--- config.mk ---
export PLATFORM = sky130hd
export DESIGN_NAME = flash_rom_loader
export DESIGN_NICKNAME = d
export VERILOG_FILES = /design/src/rtl/flash_rom_loader.sv
export SDC_FILE = /design/constraint.sdc
export NUM_CORES = 1
export LEC_CHECK = 0
export ABC_AREA = 1
export CAP_MARGIN = 20
export CORE_ASPECT_RATIO = 0.8
export CORE_UTILIZATION = 48
export DETAILED_ROUTE_END_ITERATION = 16
export HOLD_SLACK_MARGIN = 0.02
export PLACE_DENSITY = 0.77
export SLEW_MARGIN = 20
export SYNTH_ARGS = -nofsm -noshare
export SYNTH_HDL_FRONTEND = slang
export SYNTH_SLANG_ARGS = --single-unit
--- constraint.sdc ---
create_clock -name clk -period 1.7 [get_ports clk]
set_input_delay 0.17 -clock clk [delete_from_list [all_inputs] [get_ports clk]]
set_output_delay 0.17 -clock clk [all_outputs]
set_load 0.005 [all_outputs]
--- src/rtl/flash_rom_loader.sv ---
// Copies a byte range from SPI flash into ROM memory.
// Fetches aligned 32-bit words from flash and writes them out one byte at a time.
//
//  state    | meaning
//  ---------+-----------------------------------------------------------
//  S_IDLE   | waiting for start; outputs quiet
//  S_FETCH  | flash_valid high at flash_addr until flash_ready
//  S_WRITE  | wr_req high with buffered byte[idx] until wr_ack
//  S_FINISH | done pulse (held one extra busy cycle for a zero-length load)
module flash_rom_loader #(
    parameter logic [23:0] FLASH_BASE = 24'h200000,
    parameter int          LEN_W      = 24
) (
    input  logic             clk,
    input  logic             reset,
    input  logic             start,
    input  logic [LEN_W-1:0] length,
    output logic             busy,
    output logic             done,
    output logic             flash_valid,
    input  logic             flash_ready,
    output logic [23:0]      flash_addr,
    input  logic [31:0]      flash_rdata,
    output logic             wr_req,
    input  logic             wr_ack,
    output logic [23:0]      wr_addr,
    output logic [7:0]       wr_data
);

    typedef enum logic [1:0] {
        S_IDLE   = 2'd0,
        S_FETCH  = 2'd1,
        S_WRITE  = 2'd2,
        S_FINISH = 2'd3
    } state_t;

    state_t           state;
    state_t           state_nxt;
    logic [LEN_W-1:0] remaining;
    logic [LEN_W-1:0] byte_cnt;
    logic [1:0]       idx;
    logic [31:0]      word_buf;
    logic             zero_hold;
    logic             take_cmd;
    logic             take_word;
    logic             take_ack;
    logic             last_byte;

    always_ff @(posedge clk) begin
        if (reset) begin
            state <= S_IDLE;
        end else begin
            state <= state_nxt;
        end
    end

    always_comb begin
        state_nxt   = state;
        busy        = 1'b0;
        done        = 1'b0;
        flash_valid = 1'b0;
        wr_req      = 1'b0;
        take_cmd    = 1'b0;
        take_word   = 1'b0;
        take_ack    = 1'b0;
        last_byte   = (remaining == LEN_W'(1));
        case (state)
            S_IDLE: begin
                if (start) begin
                    take_cmd  = 1'b1;
                    state_nxt = (length == '0) ? S_FINISH : S_FETCH;
                end
            end
            S_FETCH: begin
                busy        = 1'b1;
                flash_valid = 1'b1;
                if (flash_ready) begin
                    take_word = 1'b1;
                    state_nxt = S_WRITE;
                end
            end
            S_WRITE: begin
                busy   = 1'b1;
                wr_req = 1'b1;
                if (wr_ack) begin
                    take_ack = 1'b1;
                    if (last_byte) begin
                        state_nxt = S_FINISH;
                    end else if (idx == 2'd3) begin
                        state_nxt = S_FETCH;
                    end
                end
            end
            S_FINISH: begin
                // A zero-length load still reports busy for one cycle before done.
                if (zero_hold) begin
                    busy = 1'b1;
                end else begin
                    done      = 1'b1;
                    state_nxt = S_IDLE;
                end
            end
            default: state_nxt = S_IDLE;
        endcase
    end

    always_ff @(posedge clk) begin
        if (reset) begin
            remaining  <= '0;
            byte_cnt   <= '0;
            idx        <= 2'd0;
            word_buf   <= 32'd0;
            flash_addr <= FLASH_BASE;
            zero_hold  <= 1'b0;
        end else begin
            if (take_cmd) begin
                remaining  <= length;
                byte_cnt   <= '0;
                flash_addr <= FLASH_BASE;
                zero_hold  <= (length == '0);
            end
            if (state == S_FINISH) begin
                zero_hold <= 1'b0;
            end
            if (take_word) begin
                word_buf <= flash_rdata;
                idx      <= 2'd0;
            end
            if (take_ack) begin
                remaining <= remaining - LEN_W'(1);
                byte_cnt  <= byte_cnt + LEN_W'(1);
                idx       <= idx + 2'd1;
                if (!last_byte && idx == 2'd3) begin
                    flash_addr <= flash_addr + 24'd4;
                end
            end
        end
    end

    assign wr_addr = 24'(byte_cnt);

    always_comb begin
        wr_data = word_buf[7:0];
        case (idx)
            2'd0: wr_data = word_buf[7:0];
            2'd1: wr_data = word_buf[15:8];
            2'd2: wr_data = word_buf[23:16];
            2'd3: wr_data = word_buf[31:24];
            default: wr_data = word_buf[7:0];
        endcase
    end

endmodule

==> metrics.yaml <==
sta:
  grt_setup_unrepaired: "true"
  finalSetupViolCount: 0
  slew_headroom: 0.726
  hold_viol: 0
  slew_violations: 0
  period_needed_ps: 1700
  min_period_over_period: 0.998
  finalSetupTns_ps: 0
  fmax_mhz: 589
  clock_skew_ps: 8.37
  worst_pin_slew_ps: 410
yosys:
  ys_seq_area_frac: 0.345
  synth_warnings: 0
  synth_area_per_cell_um2: 6.49
  ys_types: 45
  synth_area_um2: 6330
  syn_nets: 1049
  synthCells: 975
  ys_seq_elements: 109
global_routing:
  overflow: 0
  grt_util_all_layers: 0.270
  grt_pass1_vias: 6151
  antenna_found_initial: 0
  grt_max_degree: 59
  grt_pass1_wl_um: 29500
route:
  vias_per_cell: 5.22
  drt_wl_total_um: 18300
  routedWlPerCell_um: 13.9
  vias: 6869
  final_antenna_net_count: 0
  drc: 0
  drtIter0Drc: 541
  firstDrtPassIters: 5
floorplanning:
  die_w_um: 130
  die_area_um2: 13700
  start_util: 0.492
  num_rows: 37
  core_area_um2: 12900
  io_pins: 121
  die_y_um: 105
worst_hold_path:
  hp-class: "in -> reg"
  hold_start: "length[1]"
  min_to: "remaining[1]"
  whs_path_depth: 3
worst_setup_path:
  r2r_cells: 13
  crit_slowest_cell: "dfxtp_4"
  cp.buffers_inverters: 2
  arrival_ps: 1530
  slowest_delay_ps: 380
  crit_chain: "ha_4 -> buf_6 -> a22o_1 -> a21oi_2 -> o21ai_1 -> buf_2"
  timing.rr.start: "remaining[1]"
  critPathRequiredTime_ps: 1530
  crit_cells: 6
  crit_family: "flip-flops"
  critPathMaxFanout: 9
  critPathKind: "reg -> out"
  r2r-end: "flash_addr[15]"
  start_kind: "flop"
  critPathCaptureType: "output pin"
  r2r_setup_slack_ps: 70
placed_design:
  numPortBuffers: 120
  dpl-instance-area_um2: 8060
  place_congestion: 0.936
  hpwl_um: 13200
clocking:
  cts_tree: "done"
  clock_path_buffers: 2
  clockRootBuffer: "clkbuf_16"
  clk_pin_slew_ps: 80
  clk_latency_ps: 360
  numCtsBuffers: 9
  cts_sinks: 109
  cts_htree_levels: 3
final_layout:
  final_nets: 1211
  antenna_cells: 0
  fillers: 1145
  fin_util: 0.676
  final_area_um2: 8700
  syn_to_final_growth_pct: 37.5
  drive_gt1_frac: 0.175
pwr:
  power_uw: 9600
  p_leak_uw: 0.00339
  p_per_area_nw_per_um2: 1100
  irDropWorstVdd_mv: 0.820
job:
  maxCapViolations: 0
status:
  status: "complete, no violations"
cell type report:
| cell class | count | area [um^2] | share of cell area |
|---|---|---|---|
| Sequential cell | 109 | 2200 | 0.253 |
| Clock buffer | 11 | 253 | 0.0290 |
| Clock inverter | 5 | 88.8 | 0.0102 |
| Timing Repair Buffer | 189 | 1730 | 0.199 |
| Multi-Input combinational cell | 727 | 3820 | 0.439 |
| Tap cell | 175 | 219 | 0.0252 |
| Inverter | 101 | 389 | 0.0447 |
worst max path at each step:
stage	startpoint	to	slack [ps]
2_1_floorplan	state[0]	wr_addr[9]	80
3_3_place_gp	idx[0]	wr_data[6]	-90
3_5_place_dp	idx[0]	wr_data[6]	-150
4_1_cts	idx[0]	wr_data[2]	-70
5_1_grt	idx[1]	wr_data[3]	-70
6_report	idx[1]	wr_data[3]	3
cells in the mapped netlist (all sizes together):
library cell	n	share of area
a21o	1	0.0012
a22o	8	0.011
nand3	63	0.052
clkbuf	19	0.011
nand4	10	0.012
buf	19	0.018
ha	13	0.026
dfxtp	109	0.34
o21ai	70	0.057
nor3	13	0.012
a21oi	58	0.047
o2111ai	1	0.0014
xor2	9	0.012
a32oi	1	0.0014
o211ai	2	0.0024
nor2	206	0.14
nor4	1	0.00099
a21boi	2	0.0024
nor3b	1	0.0020
a22oi	2	0.0024
inv	101	0.060
nand2	230	0.14
or2	1	0.00099
nand3b	3	0.0036
a211oi	6	0.0071
a31oi	10	0.0099
a221oi	2	0.0028
o22ai	11	0.011
xnor2	3	0.0042
per-layer routing:
layer / GRT usage / share of wire / up-vias
li1: - / - / 3480
met1: 0.378 / 0.47 / 3119
met4: 0.0665 / 0.013 / 0
met3: 0.0451 / 0.064 / 22
met5: 0 / 0 / -
met2: 0.429 / 0.45 / 248
through the flow:
| stage | hold slack (ps) | setup slack [ps] | cells |
|---|---|---|---|
| global placement | 420 | -87.3 | 1293 |
| finish | 407 | 3.28 | 1317 |
| CTS | 413 | -72.9 | 1313 |
| floorplan | 329 | 78.2 | 975 |
| global route | 431 | -73.4 | 1317 |
| detailed placement | 419 | -148 | 1293 |
placed cells by master, fill, tap and decap left out, types with 11 or more instances in the layout:
cell and instances:
dfxtp_1 98, nor2_2 15, o22ai_1 11, inv_2 13
clkdlybuf4s50_1 108, inv_1 85, buf_4 63, o21ai_0 57
o21ai_1 11, nand3_1 56, a21oi_1 50, nor2_4 16
nor2_1 175, nand2_1 217
state kept, by name, summed over array words and instances, names as in the netlist:
name,cells
wr_addr,24
idx,2
word_buf,32
remaining,24
flash_addr,24
zero_hold,1
state,2
kinds of logic (layout without fill, tap and decap cells):
logic type | count (synthesis) | count (layout) | synth area share
simple gates | 528 | 528 | 0.367
compound gates | 174 | 174 | 0.156
buf+inv | 139 | 306 | 0.0899
flops | 109 | 109 | 0.345
fa+ha+maj | 13 | 13 | 0.0257
xor+xnor | 12 | 12 | 0.0166
tightest hold or removal path, delay by kind of cell:
kind            cells  cell delay [ps]
simple gates        1               70
compound gates      1               70
buf+inv             1              410
what timing repair did:
item | CTS | global route
pin swaps | 9 | 15
setup buffers | 4 | 4
setup endpoints to repair | 21 | 61
resized for setup | 54 | 56
hold buffers | 0 | 0
power breakdown:
group	leakage (uW)	total [uW]	switching, uW	internal (uW)
Sequential	0.000891	3210	307	2900
Combinational	0.00233	3950	2340	1610
Clock	0.000168	2440	1050	1390
Total	0.00339	9600	3690	5910
No activity file was read; power rests on OpenSTA's default activity.
